$ cat config.mk
export PLATFORM = sky130hd
export DESIGN_NAME = tick_prescaler
export DESIGN_NICKNAME = d
export VERILOG_FILES = /design/src/rtl/tick_prescaler.sv
export SDC_FILE = /design/constraint.sdc
export NUM_CORES = 1
export LEC_CHECK = 0
export CORE_MARGIN = 1.5
export CORE_UTILIZATION = 49
export DETAILED_ROUTE_END_ITERATION = 10
export PLACE_DENSITY = 0.8
export SLEW_MARGIN = 10
export SYNTH_ARGS = -nofsm -noshare
export SYNTH_HDL_FRONTEND = slang
export SYNTH_SLANG_ARGS = --single-unit
$ cat constraint.sdc
create_clock -name clk -period 4.5 [get_ports clk]
set_input_delay 0.45 -clock clk [delete_from_list [all_inputs] [get_ports clk]]
set_output_delay 0.45 -clock clk [all_outputs]
set_load 0.01 [all_outputs]
$ cat src/rtl/tick_prescaler.sv
// tick_prescaler: programmable clock-enable prescaler feeding the toggle-enable
// input of a div2 stage. Emits a one-cycle T pulse every Neff enabled cycles,
// where Neff = (div == 0) ? 1 : div. A new divisor is staged in a shadow
// register and only becomes active on a wrap edge, so the toggle stage never
// sees a short or partial period.
module tick_prescaler #(
   parameter int WIDTH       = 16,
   parameter int DEFAULT_DIV = 2
) (
   input  logic             clk,
   input  logic             CLR,
   input  logic             en,
   input  logic [WIDTH-1:0] div_in,
   input  logic             div_load,
   output logic             T,
   output logic             pending,
   output logic [WIDTH-1:0] cnt
);

   localparam logic [WIDTH-1:0] DIV_RST = WIDTH'(DEFAULT_DIV);
   localparam logic [WIDTH-1:0] ONE     = WIDTH'(1);

   logic [WIDTH-1:0] cnt_q,     cnt_d;
   logic [WIDTH-1:0] div_q,     div_d;
   logic [WIDTH-1:0] shadow_q,  shadow_d;
   logic             pending_q, pending_d;
   logic             t_q,       t_d;

   logic [WIDTH-1:0] neff;
   logic             wrap;

   // Next-state logic: count, wrap, divisor hand-over and shadow capture.
   always_comb begin
      // NOTE: every variable gets a default before any branch, so no path
      // leaves one unassigned and no latch is inferred.
      cnt_d     = cnt_q;
      div_d     = div_q;
      shadow_d  = shadow_q;
      pending_d = pending_q;
      t_d       = 1'b0;

      // A divisor of zero is legal and behaves as one.
      neff = (div_q == '0) ? ONE : div_q;
      wrap = (cnt_q == neff - ONE);

      if (en) begin
         if (wrap) begin
            cnt_d = '0;
            t_d   = 1'b1;
            // The new divisor governs the period that starts at this edge;
            // cnt restarts at 0, so the compare can never be overshot.
            if (pending_q) begin
               div_d     = shadow_q;
               pending_d = 1'b0;
            end
         end else begin
            cnt_d = cnt_q + ONE;
         end
      end

      // Capture comes last: a load coinciding with a wrap keeps pending set,
      // because the wrap above consumed the previous shadow value.
      if (div_load) begin
         shadow_d  = div_in;
         pending_d = 1'b1;
      end
   end

   // State registers with asynchronous clear back to the default divisor.
   always_ff @(posedge clk or posedge CLR) begin
      if (CLR) begin
         cnt_q     <= '0;
         div_q     <= DIV_RST;
         shadow_q  <= DIV_RST;
         pending_q <= 1'b0;
         t_q       <= 1'b0;
      end else begin
         // NOTE: non-blocking assignments here so every register samples the
         // pre-edge values computed above, independent of statement order.
         cnt_q     <= cnt_d;
         div_q     <= div_d;
         shadow_q  <= shadow_d;
         pending_q <= pending_d;
         t_q       <= t_d;
      end
   end

   assign T       = t_q;
   assign pending = pending_q;
   assign cnt     = cnt_q;

endmodule

==> run metrics <==
status finished, final reports clean; ys async rst share 1.000; H-tree depth 2; fillers 478; die area 6106 µm²; # clock sinks 50; row cnt 27; CP Class flop to flop; Critical Path Start div_q[9]; clock-pin slew on the worst setup and hold paths 0.09 ns; FF-to-FF Start div_q[9]; Worst path slowest cell or4_4; Seq/Total Area, Yosys 0.4532; Multi-input gate area 1426 µm²; Fin Clk Skew 0.008580 ns; P per Cell Area about 690 nW/µm²; RSZ-0062 raised after global routing no; IO Port Bufs 37; number of buffers created by CTS 5; first-pass GRT wire length 9004 µm; Area Growth Syn to Fin 18.45%; detailed-route via count 1888; Final WS setup 0.4580 ns; most frequent cells in the layout 48 x dfrtp_1, 37 x clkdlybuf4s50_1, 25 x nor2_1; CORE AREA 5473 µm²; fin crit share 0.8982; worst vdd ir ~0.36 mV; Slew headroom 0.3361; Final #Nets 302; antenna cells 0; Cell Chain, Critical Path or4_4 -> nor4_4 -> a21oi_1 -> ha_1 -> nor3b_1 -> nand4_1 -> xnor2_1 -> a311o_1 -> nor4b_4 -> nand4_4 -> mux2_1; FMAX 0.2474 GHz; Skew-Pair Late Insertion Delay between 0.3 and 0.4 ns; Netlist cell types 49; CP Launch Type flop; total track usage 0.1873; most common cell after layout, fill and taps aside dfrtp_1; WP buf/inv 0; register bit total from synthesis 50; initial antenna violation count 0; hold slack final 0.4984 ns; number of synthesized flops with an enable pin 0; Max FO, Critical Path 16; Mapped Cells between 200 and 250; Slew Limit Fails 0; Congestion Overflow GR 0; Crit path depth 11; Avg Cell Area, Syn around 11 µm²; synthesized cell area ~2800 µm²; RR Endpoint div_q[13]; hold wc startpoint shadow_q[13]; pin count of the biggest net entering global routing 51; Initial Util 0.5055; total negative slack 0 ns; Top FF cell, synth dfrtp_1; CTS Hold Bufs 0; initial drt markers 115; Routed WL per cell 14.36 µm; Worst Path Required 4.70 ns; max-capacitance violation count 0; Die X about 78 µm; I/O pin count 38; final wirelength 5068 µm; Worst R2R Setup Slack 0.46 ns; vias in the first global route 1837; # DRC 0; share of layout cells above drive strength 1 0.1851; Critical Path End div_q[13]; Mapped Nets 268; gpl congestion 0.9300; post-route ant nets 0; Tightest Hold Check Type flop to flop; Reg2Reg Depth 11; Final Hold Violating Endpoints 0; DP HPWL approximately 3800 µm; Clock Tree Root clkbuf_8; post-DR vias/cell 5.348; final setup vio count 0; Slew @ Worst Pin 0.9945 ns; CP max stage delay 0.60 ns; register area 1254 µm²; CTS tree yes; Top delay family on crit path simple AND/OR/NAND/NOR gates; First-pass DRT Iterations 4; final critical-path required period 4.042 ns; Leakage 1.424 nW; DIE HEIGHT slightly below 80 µm; critical path data arrival time 4.24 ns; Clock Path Buffers 2; CP endpoint kind flop; Yosys warnings 0; pre-CTS setup slack 0.4068 ns
-- Yosys cell counts, drive strengths merged, types with 4 or more instances --
master | count | area, µm²
dfrtp | 48 | 1201
mux2 | 33 | 409.1
nor2 | 25 | 93.84
xnor2 | 19 | 166.4
nand2 | 13 | 48.80
xor2 | 12 | 105.1
inv | 8 | 30.03
nand3 | 8 | 40.04
clkbuf | 7 | 26.28
nand4 | 6 | 52.55
and3 | 5 | 31.28
or4 | 5 | 41.29
buf | 4 | 32.53
nor2b | 4 | 25.02
-- worst min-delay path by stage --
stage / depth (start not counted) / slack, ns / endpoint
final: 1 / 0.50 / div_q[13]
after detailed placement: 1 / 0.48 / div_q[13]
after CTS: 1 / 0.51 / div_q[13]
after floorplan: 1 / 0.45 / div_q[13]
after global routing: 1 / 0.53 / div_q[2]
after global placement: 1 / 0.47 / div_q[13]
-- kinds of logic after synthesis --
logic type / share of synthesized area
simple gates: 0.1814
flops: 0.4532
mux: 0.1551
xor+xnor: 0.09815
compound gates: 0.07101
buf+inv: 0.03211
fa+ha+maj: 0.009044
-- metrics by stage --
step	instance area, µm²	std cells	power (W)	utilization
6_report	3277	353	0.002250	0.5988
5_1_grt	3277	353	0.002442	0.5988
4_1_cts	3274	353	0.002247	0.5983
3_5_place_dp	3176	345	0.001964	0.5802
3_3_place_gp	3176	345	0.001956	0.5802
2_1_floorplan	2766	246	0.001705	-
-- registers in the layout, indices dropped and copies added (netlist names) --
name,flops
cnt,16
div_q,16
pending,1
shadow_q,16
T,1
-- what timing repair did --
action | 4_1_cts | 5_1_grt
buffers inserted | 0 | 0
setup endpoints to repair | 0 | 18
gates resized for setup | 0 | 2
endpoints found under the hold margin | 0 | 0
-- final cells by class --
class | count | share of cell area
Inverter | 8 | 0.009164
Clock inverter | 2 | 0.004964
Multi-Input combinational cell | 177 | 0.4353
Timing Repair Buffer | 38 | 0.1153
Tap cell | 72 | 0.02749
Clock buffer | 6 | 0.02520
Sequential cell | 50 | 0.3826
-- routing by layer --
layer / wire, µm / up-vias / track usage
met3: 139 / 9 / 0.02558
li1: - / 947 / -
met2: 2309 / 38 / 0.2843
met4: 111 / 0 / 0.07857
met1: 2507 / 894 / 0.2689
met5: 0 / - / 0
-- report_power, final --
| part | switching (W) | total (W) | leakage (nW) | internal [W] |
|---|---|---|---|---|
| Combinational | 0.000649 | 0.00128 | 0.740 | 0.000626 |
| Clock | 0.000151 | 0.000278 | 0.0478 | 0.000127 |
| Sequential | 0.000152 | 0.000697 | 0.636 | 0.000545 |
| Total | 0.000952 | 0.00225 | 1.42 | 0.00130 |
Note: power is estimated with default switching activity, not from simulation.
